**config.mk**
```make
export PLATFORM = sky130hd
export DESIGN_NAME = rs_syndrome_calc
export DESIGN_NICKNAME = d
export VERILOG_FILES = /design/src/rtl/rs_syndrome_calc.sv
export SDC_FILE = /design/constraint.sdc
export NUM_CORES = 1
export LEC_CHECK = 0
export ABC_AREA = 1
export BUFFER_PORTS_ARGS = -buffer_cell sky130_fd_sc_hd__buf_2
export CORE_ASPECT_RATIO = 0.9
export CORE_MARGIN = 8
export CORE_UTILIZATION = 29
export CTS_BUF_LIST = sky130_fd_sc_hd__clkbuf_8
export DETAILED_ROUTE_END_ITERATION = 6
export GPL_ROUTABILITY_DRIVEN = 0
export PLACE_DENSITY_LB_ADDON = 0.05
export SLEW_MARGIN = 5
export SYNTH_ARGS = -nofsm -noshare
export SYNTH_HDL_FRONTEND = slang
export SYNTH_HIERARCHICAL = 1
export SYNTH_SLANG_ARGS = --single-unit
```
**constraint.sdc**
```tcl
create_clock -name clk -period 1.3 [get_ports clk]
set_input_delay 0.13 -clock clk [delete_from_list [all_inputs] [get_ports clk]]
set_output_delay 0.13 -clock clk [all_outputs]
set_load 0.005 [all_outputs]
```
**src/rtl/rs_syndrome_calc.sv**
```systemverilog
// rs_syndrome_calc: syndrome stage for an RS(7,k) decoder over GF(2^3),
// p(x) = x^3 + x + 1, alpha = 3'd2.
// Received symbols arrive highest degree first, one per din_valid cycle.
// The block evaluates r(x) at alpha^1..alpha^(2T) by Horner accumulation.
//
// Ports:
//   clk        rising-edge clock
//   rst_n      asynchronous active-low reset
//   din        received symbol; the first accepted symbol is r_(N-1)
//   din_valid  din is valid this cycle
//   din_sop    din is the first symbol of a codeword (needs din_valid)
//   synd       packed syndromes, S_j at [3j-1:3(j-1)], S1 in the LSBs
//   synd_valid one-cycle pulse when synd/synd_nz are updated
//   synd_nz    high if any S_j is nonzero
//   busy       frame in progress
//   frame_err  one-cycle pulse when a new sop aborts a frame
//
// State table:
//   IDLE    | waiting for din_sop; din_valid without sop is dropped
//   COLLECT | accumulating symbols 2..N of the current codeword

// General GF(8) multiplier, p(x) = x^3 + x + 1.
module gf8mul_dec (
    input  logic [2:0] a,
    input  logic [2:0] b,
    output logic [2:0] p
);
    logic [4:0] prod;

    always_comb begin
        prod = 5'd0;
        for (int i = 0; i < 3; i++) begin
            if (b[i]) prod = prod ^ (5'(a) << i);
        end
        // Fold x^3 -> x + 1 and x^4 -> x^2 + x.
        p = prod[2:0] ^ (prod[3] ? 3'b011 : 3'b000) ^ (prod[4] ? 3'b110 : 3'b000);
    end
endmodule

module rs_syndrome_calc #(
    parameter int N = 7,
    parameter int T = 2
) (
    input  logic           clk,
    input  logic           rst_n,
    input  logic [2:0]     din,
    input  logic           din_valid,
    input  logic           din_sop,
    output logic [6*T-1:0] synd,
    output logic           synd_valid,
    output logic           synd_nz,
    output logic           busy,
    output logic           frame_err
);
    localparam int         NS       = 2 * T;
    localparam logic [2:0] CNT_LAST = 3'(N - 1);

    typedef enum logic {IDLE, COLLECT} state_t;

    function automatic logic [2:0] alpha_pow(input int j);
        case (j % 7)
            0:       return 3'd1;
            1:       return 3'd2;
            2:       return 3'd4;
            3:       return 3'd3;
            4:       return 3'd6;
            5:       return 3'd7;
            default: return 3'd5;
        endcase
    endfunction

    state_t          state;
    logic [2:0]      cnt;
    logic [3*NS-1:0] acc;
    logic [3*NS-1:0] nxt;

    // Horner step per syndrome: acc_j * alpha^j xor din.
    for (genvar j = 0; j < NS; j++) begin : g_horner
        logic [2:0] prod;
        gf8mul_dec u_mul (
            .a (acc[3*j +: 3]),
            .b (alpha_pow(j + 1)),
            .p (prod)
        );
        assign nxt[3*j +: 3] = prod ^ din;
    end

    always_ff @(posedge clk or negedge rst_n) begin
        if (!rst_n) begin
            state      <= IDLE;
            cnt        <= 3'd0;
            acc        <= '0;
            synd       <= '0;
            synd_valid <= 1'b0;
            synd_nz    <= 1'b0;
            busy       <= 1'b0;
            frame_err  <= 1'b0;
        end else begin
            synd_valid <= 1'b0;
            frame_err  <= 1'b0;
            case (state)
                IDLE: begin
                    if (din_valid && din_sop) begin
                        state <= COLLECT;
                        cnt   <= 3'd1;
                        acc   <= {NS{din}};
                        busy  <= 1'b1;
                    end
                end
                COLLECT: begin
                    if (din_valid) begin
                        if (din_sop) begin
                            // Restart on the new codeword; synd keeps the last result.
                            frame_err <= 1'b1;
                            cnt       <= 3'd1;
                            acc       <= {NS{din}};
                        end else if (cnt == CNT_LAST) begin
                            synd       <= nxt;
                            synd_nz    <= |nxt;
                            synd_valid <= 1'b1;
                            busy       <= 1'b0;
                            cnt        <= 3'd0;
                            acc        <= nxt;
                            state      <= IDLE;
                        end else begin
                            acc <= nxt;
                            cnt <= cnt + 3'd1;
                        end
                    end
                end
                default: state <= IDLE;
            endcase
        end
    end
endmodule

```
Word-level counts from Yosys, hierarchy flattened
Index checks and enable logic that the tools add are counted.
Word-level totals
  register bits: 32
  bits in latches: 0
  bits in writable memories: 0
  bits in read-only memories: 0
  output and inout port bits: 16
  memories: 0
Operators by class
  $add $sub $neg: 1
  multiply operators: 0
  div/mod/pow operators: 0
  order comparisons: 0
  eq/ne operators: 5
  shift-type cells: 0
  mux-type cells: 33
  bitwise gates (word level): 15
  reduce and logical (&&, ||, !) cells: 5
Operator list (count)
  2-to-1 mux 12 bit: 3
  XOR 3 bit: 11
  case mux 12 bit (2 select lines): 1
  2-to-1 mux 3 bit: 7
  2-to-1 mux 1 bit: 15
  OR reduction 12 bit: 1
  2-to-1 mux 2 bit: 4
  AND reduction 4 bit: 2
  inequality test 2 bit (second input constant): 3
  case mux 3 bit (2 select lines): 1
  XOR 4 x 5 -> 5 bit: 1
  case mux 1 bit (2 select lines): 2
  XOR 3 x 4 -> 4 bit: 1
  adder 3 x 1 -> 3 bit (second input constant): 1
  == test 3 bit (second input constant): 1
  inequality test 2 x 1 -> 1 bit (second input constant): 1
  NOT 1 bit: 2
  AND reduction 2 bit: 1
  logical AND 1 bit: 1

Logic depth before layout (Yosys ltp)
Gate-level depths: netlist of run 1.
  depth in word-level cells: 8
  mapped depth: 15
  depth with buffers taken out: 15

By module
Netlist of run 1, hierarchy kept.
By module, submodules not included
  rs_syndrome_calc: times used 1, cells each 194, area an instance 1634.1 sq um
  gf8mul_dec: times used 4, cells each 31, area an instance 158.9 sq um

Least setup slack after synthesis of run 1
Ideal clock, no wire load.
  path kind: reg-to-reg
  start point: register acc[10]
  end point: register synd_nz
  library setup time: 117 ps
  arrival time: 1287 ps
  path slack: -104 ps
  cell stages (with the launch flop): 15
  path buffers: 0
  period minus slack after synthesis: 1404 ps
  cells stage by stage: dfrtp_1 nand2_1 nand2_1 inv_1 nor2_2 nand2_1 nand3_1 nand2_1 inv_1 nand2_1 nand2_1 nor2_1 nand3_1 nor2_1 nor2_1
Between the ends
  word-level cells in the longest chain between the ends: 6
Ends and longest elaborated chain
  start, declared: RTL line 74  | logic [3*NS-1:0] acc;
  start signal, assigned: RTL line 106  | acc <= {NS{din}};
  start signal, assigned: RTL line 116  | acc <= {NS{din}};
  start signal, assigned: RTL line 123  | acc <= nxt;
  XOR 4 x 5 -> 5 bit: RTL line 33  | if (b[i]) prod = prod ^ (5'(a) << i);
  2-to-1 mux 2 bit: RTL line 36  | p = prod[2:0] ^ (prod[3] ? 3'b011 : 3'b000) ^ (prod[4] ? 3'b110 : 3'b000);
  XOR 3 bit (2 in series): RTL line 36
  net g_horner[3].prod[1]: RTL line 79  | logic [2:0] prod;
  XOR 3 bit: RTL line 85  | assign nxt[3*j +: 3] = prod ^ din;
  OR reduction 12 bit: RTL line 119  | synd_nz <= |nxt;
  end signal, assigned: RTL line 119
  end, declared: RTL line 51  | output logic synd_nz,
The timed path passes the listed nets, and every way through them passes these cells.
A chain may end at the register's enable or synchronous reset.

Final worst setup path of run 1
  start point: register acc[8]
  end point: register synd_nz
Between the ends
  word-level cells in the longest chain between the ends: 6
Ends and longest elaborated chain (RTL line)
  XOR 3 x 4 -> 4 bit: 33
  2-to-1 mux 2 bit: 36
  XOR 3 bit (2 in series): 36
  net g_horner[2].prod[1]: 79
  XOR 3 bit: 85
  OR reduction 12 bit: 119
The timed path passes the listed nets, and every way through them passes these cells.

==> results.yml, run 1 <==
worst_setup_path:
  critical_path_class: "reg2reg"
  critPathArrivalTime_ns: 1.71
  cp_max_fo: 4
  worstPathRequired_ns: 1.48
  crit_path_start_kind: "flip-flop"
  end_kind: "flip-flop"
yosys:
  ys.flop_type: "dfrtp_1"
  yosysTopAreaCell: "dfrtp_1"
  yosys-top-cells-count: "nand2_1, dfrtp_1, nand3_1, inv_1"
  ys_ff_latch: 32
  syn-cell-area_um2: 2270
  syn_avg_cell_area_um2: 7.137
  yosys-top-cells-area: "dfrtp_1, nand2_1, nand3_1, inv_1, o21ai_0"
  synth_warnings: 6
  synth.distinct_cells: 28
  synth_most_common_cell: "nand2_1"
  synthArstFlopShare_pct: 100.0
  syn_inst: 318
  synth_edf_count: 0
  netlist.area_leader.share_pct: 35.28
  yosysSeqAreaShare_pct: 35.28
clock_network:
  cts_tree: "built"
  clk_latency_ns: 0.29
  cts_root_buf: "clkbuf_8"
  clockBufferDepth: 2
  htreeDepth: 2
  clock-sinks: 32
  clk_pin_slew_ns: 0.08
  cts_buffers: 5
placement:
  dpl.hpwl_um: 4857
  port_buffers: 22
drt:
  drtPass1Iterations: 4
  detail_route.wl_per_cell_um: 12.98
  vias: 2645
  drc_errors: 0
  drt-total-wl_um: 7918
  drtIter0Drc: 116
  vias_per_cell: 4.336
  final_antenna_net_count: 0
global_route:
  grt_first_pass_wirelength_um: 12250
  grt_max_degree: 33
  antenna_found_initial: 0
  grt_util_all_layers_pct: 14.13
  grt_overflow: 0
  grt_pass1_vias: 2487
layout:
  antennaDiodeCount: 0
  drive_above_1_share_pct: 50.39
  area_delta_synth_final_pct: 79.11
  final_util_pct: 53.61
  fin_nets: 520
  num-fill-cells: 730
timing:
  timing.fmax_mhz: 652.5
  fin_worst_skew_ns: 0.007883
  tns_ns: -1.891
  final-hold-violation-count: 0
  setup_violations: 21
  finalWorstSetupSlack_ns: -0.2325
  min_period_ns: 1.533
  finalMaxSlewViolations: 0
  post-route-period-util_pct: 117.9
  rsz0062_at_grt: "true"
pwr:
  swShare_pct: 38.29
  leakage_nw: 2.173
  powerDensity_nw_per_um2: 1432
  p_seq_share_pct: 23.7
  p_clk_share_pct: 16.7
  irDropWorstVdd_v: 0.0005360
  p_int_mw: 3.594
  p_comb_share_pct: 59.5
  switchingPower_mw: 2.229
floorplan:
  die_area_um2: 10920
  core-area_um2: 7582
  die_height_um: 99.93
  ios: 23
  fp-row-count: 30
  die_x_um: 109.3
  start_util_pct: 29.93
status:
  outcome: "complete, but fails checks"
  violations: "setup timing"
run:
  maxCapViolCount: 0
worst_hold_path:
  hold_path_class: "in2reg"
logic make-up after synthesis:
group           share of synthesized area [%]
compound gates                          11.47
simple gates                            36.66
other cells                            0.3309
buf+inv                                 7.222
flops                                   35.28
xor+xnor                                9.041
power groups by stage:
stage	registers [mW]	clock network (mW)	logic, mW
final	1.38	0.975	3.47
after global routing	1.42	1.05	3.76
after CTS	1.37	0.997	2.85
after detailed placement	1.39	0	2.09
after global placement	1.39	0	2.08
after floorplan	1.41	0	1.17
repair_timing:
item,in CTS,in global routing
hold endpoints to repair,32,0
pin swaps,37,58
setup buffers,56,19
gates resized for setup,46,65
setup endpoints to repair,22,26
hold buffers,1,0
final cells by class:
| cell class | instances | area [um2] | share of cell area [%] |
|---|---|---|---|
| inverters | 29 | 120.1 | 2.955 |
| clock buffers | 5 | 68.82 | 1.693 |
| clock inverters | 3 | 38.79 | 0.9541 |
| well taps | 96 | 120.1 | 2.955 |
| flip-flops and latches | 32 | 803.3 | 19.76 |
| multi-input cells | 302 | 1836 | 45.15 |
| repair buffers | 143 | 1079 | 26.53 |
layout by cell type, fill, tap and decap left out, drive strengths merged:
master         n
a21oi         11
a31oi          4
buf          142
bufinv         1
clkbuf         5
clkinv         1
clkinvlp       1
conb          52
dfrtp         32
dlygate4sd3    1
inv           29
nand2        125
nand3         32
nand4          5
nor2          26
nor3           1
o21ai         25
o22ai          1
xnor2         12
xor2           8
path summary, 6_finish.rpt:
check                                     from                    to  slack [ns]  cells past startpoint
max                         acc[8]$_DFFE_PN0P_   synd_nz$_DFFE_PN0P_       -0.23                     14
min                                  din_valid    cnt[0]$_DFFE_PN0P_        0.18                      3
max reg2reg                 acc[8]$_DFFE_PN0P_   synd_nz$_DFFE_PN0P_       -0.23                     14
min reg2reg                synd[0]$_DFFE_PN0P_   synd[0]$_DFFE_PN0P_        0.48                      2
max in group asynchronous                rst_n    acc[9]$_DFFE_PN0P_        0.55                      3
min in group asynchronous                rst_n  synd_valid$_DFF_PN0_        0.41                      3
per-stage QoR:
| step | hold slack, ns | worst slack [ns] | instance area (um2) | instances | total power [mW] |
|---|---|---|---|---|---|
| floorplan | -0.1656 | -0.02123 | 2485 | 368 | 2.579 |
| global placement | 0.1935 | -0.3609 | 3038 | 531 | 3.472 |
| detailed placement | 0.1940 | -0.2998 | 3038 | 531 | 3.478 |
| CTS | 0.1769 | -0.2372 | 3691 | 596 | 5.219 |
| global route | 0.2105 | -0.4037 | 4065 | 610 | 6.221 |
| finish | 0.1812 | -0.2325 | 4065 | 610 | 5.823 |
critical path: stages, from the launching register on:
cell     delay, ns
dfrtp_1       0.43
nand2_2       0.10
nand2_2       0.07
inv_1         0.07
nor2_2        0.04
nand2_1       0.07
nand3_2       0.08
nand2_4       0.09
inv_2         0.04
nand2_2       0.07
nand2_2       0.07
nor2_1        0.10
nand3_1       0.07
nor2_1        0.08
nor2_1        0.04
per-layer routing:
layer	vias to the layer above	routed length [um]	global-route usage, %
li1	1357	-	-
met1	1193	3654	18.68
met2	71	3691	22.33
met3	24	307	2.498
met4	0	264	5.290
met5	-	0	0
flip-flops by register name, indices dropped and copies added (netlist names):
name / flops
synd_nz: 1
acc: 12
synd: 12
frame_err: 1
synd_valid: 1
cnt: 3
busy: 1
state: 1
(Power assumes the default switching activity.)
==> run 2: changes to the inputs <==
--- a/config.mk
+++ b/config.mk
@@ -9,11 +9,13 @@
 export BUFFER_PORTS_ARGS = -buffer_cell sky130_fd_sc_hd__buf_2
 export CORE_ASPECT_RATIO = 0.9
 export CORE_MARGIN = 8
-export CORE_UTILIZATION = 29
+export CORE_UTILIZATION = 47
 export CTS_BUF_LIST = sky130_fd_sc_hd__clkbuf_8
 export DETAILED_ROUTE_END_ITERATION = 6
 export GPL_ROUTABILITY_DRIVEN = 0
+export MAX_ROUTING_LAYER = met4
 export PLACE_DENSITY_LB_ADDON = 0.05
+export SKIP_CTS_REPAIR_TIMING = 1
 export SLEW_MARGIN = 5
 export SYNTH_ARGS = -nofsm -noshare
 export SYNTH_HDL_FRONTEND = slang
==> run 2 against run 1 <==
  * The flow still finishes with violations (setup timing)
  * Design area fell by 12%
  * Core utilization rose by 22 points
  * Sequential power barely moved
  * Combinational power fell by 22%
  * Setup slack got worse by 0.096 ns
  * Die area fell by 33%
  * Register-to-register slack got worse by 0.096 ns
  * Clock power rose by 8%
  * Largest cell class unchanged
  * Highest routed layer unchanged
==> results.yml, run 2 (synthesis gave the netlist of run 1 again) <==
timing:
  finalMaxSlewViolations: 0
  setup_violations: 17
  post-route-period-util_pct: 125.3
  finalWorstSetupSlack_ns: -0.3288
  final-hold-violation-count: 0
  rsz0062_at_grt: "true"
  min_period_ns: 1.629
  timing.fmax_mhz: 613.9
  holdWs_ns: 0.1868
  fin_worst_skew_ns: 0.01231
layout:
  final_common_cell: "nand2_1"
  num-fill-cells: 384
  fin_nets: 454
  final_util_pct: 75.32
  top_regs: "acc (12), synd (12), cnt (3)"
  area_delta_synth_final_pct: 57.44
  drive_above_1_share_pct: 47.32
  layout_common_cells: "nand2_1, nand2_2, conb_1"
  antennaDiodeCount: 0
drt:
  drtIter0Drc: 121
  drt-total-wl_um: 6473
  drc_errors: 0
  final_antenna_net_count: 0
  vias_per_cell: 4.612
  detail_route.wl_per_cell_um: 12.62
  vias: 2366
  drtPass1Iterations: 5
floorplan:
  core-area_um2: 4745
  die_x_um: 89.25
  start_util_pct: 47.84
  ios: 23
  die_area_um2: 7312
  fp-row-count: 24
  die_height_um: 81.93
worst_setup_path:
  critPathArrivalTime_ns: 1.81
  cp_max_fo: 5
  crit_path_start_kind: "flip-flop"
  r2r-end: "synd_nz$_DFFE_PN0P_"
  r2r_cells: 14
  r2r-start: "acc[10]$_DFFE_PN0P_"
  critical_path_class: "reg2reg"
  worstPathRequired_ns: 1.48
  rrSetupSlack_ns: -0.33
  end_kind: "flip-flop"
global_route:
  grt_first_pass_wirelength_um: 9225
  antenna_found_initial: 0
  grt_max_degree: 33
  grt_util_all_layers_pct: 16.78
  grt_pass1_vias: 2038
  grt_overflow: 0
worst_hold_path:
  hold_path_depth: 3
  hold_path_class: "in2reg"
  min_to: "cnt[0]$_DFFE_PN0P_"
  min_from: "din_valid"
pwr:
  irDropWorstVdd_v: 0.0006965
  powerDensity_nw_per_um2: 1440
  leakage_nw: 1.844
run:
  maxCapViolCount: 0
clock_network:
  cts_root_buf: "clkbuf_8"
  clockBufferDepth: 2
  cts_buffers: 5
  clk_pin_slew_ns: 0.08
  cts_tree: "built"
  clock-sinks: 32
  htreeDepth: 2
  clk_latency_ns: 0.29
placement:
  place_ws_ns: -0.2397
  dpl.hpwl_um: 4259
  port_buffers: 22
status:
  outcome: "complete, but fails checks"
  violations: "setup timing"
run 2: cell types whose count changed in the layout (fill, tap and decap cells not counted), moves of 5 or more:
cell	previous run	this run
nand2_1	74	62
nor2_2	5	10
buf_4	107	39
nand2_2	42	54
run 2: worst max path at each step:
stage,start,end,slack [ns],cells past startpoint
6_report,acc[10]$_DFFE_PN0P_,synd_nz$_DFFE_PN0P_,-0.33,14
5_1_grt,acc[10]$_DFFE_PN0P_,synd_nz$_DFFE_PN0P_,-0.46,14
4_1_cts,acc[2]$_DFFE_PN0P_,synd_nz$_DFFE_PN0P_,-0.26,14
3_5_place_dp,acc[7]$_DFFE_PN0P_,synd_nz$_DFFE_PN0P_,-0.24,10
3_3_place_gp,acc[8]$_DFFE_PN0P_,synd_nz$_DFFE_PN0P_,-0.25,11
2_1_floorplan,acc[11]$_DFFE_PN0P_,synd_nz$_DFFE_PN0P_,-0.02,10
run 2: layout make-up:
type                    count  area (um2)  share of cell area (%)
clock buffers               7       96.34                   2.696
clock inverters             1       30.03                  0.8403
inverters                  29       117.6                   3.291
multi-input cells         302        1834                   51.33
flip-flops and latches     32       805.8                   22.55
well taps                  65       81.33                   2.276
repair buffers             77       608.1                   17.02
run 2: critical path, stage by stage, from the launching register on:
cell and delay (ns):
dfrtp_2 0.45, nand2_2 0.13, nand2_4 0.07, inv_2 0.06, nor2_2 0.04, nand2_1 0.08, nand3_2 0.06, nand2_2 0.08
inv_2 0.04, nand2_2 0.07, nand2_2 0.06, nor2_1 0.10, nand3_1 0.11, nor2_2 0.13, nor2_1 0.04
run 2: metal layers:
| metal | routed length, um | vias up | track usage (%) |
|---|---|---|---|
| li1 | - | 1221 | - |
| met2 | 3127 | 63 | 25.96 |
| met4 | 82 | 0 | 6.302 |
| met5 | 0 | - | - |
| met3 | 420 | 8 | 2.100 |
| met1 | 2842 | 1074 | 21.90 |
run 2: per-stage QoR:
step	power, mW	setup TNS (ns)	cell area [um2]	instances
floorplan	2.579	-0.02123	2485	368
global placement	3.363	-1.434	2967	494
detailed placement	3.402	-1.826	2967	494
CTS	4.460	-2.449	3093	502
global route	5.468	-3.438	3573	513
finish	5.145	-1.525	3573	513
run 2: power breakdown:
group / internal [mW] / switching [mW]
clock: 0.676 / 0.375
sequential: 1.21 / 0.183
combinational: 1.26 / 1.44
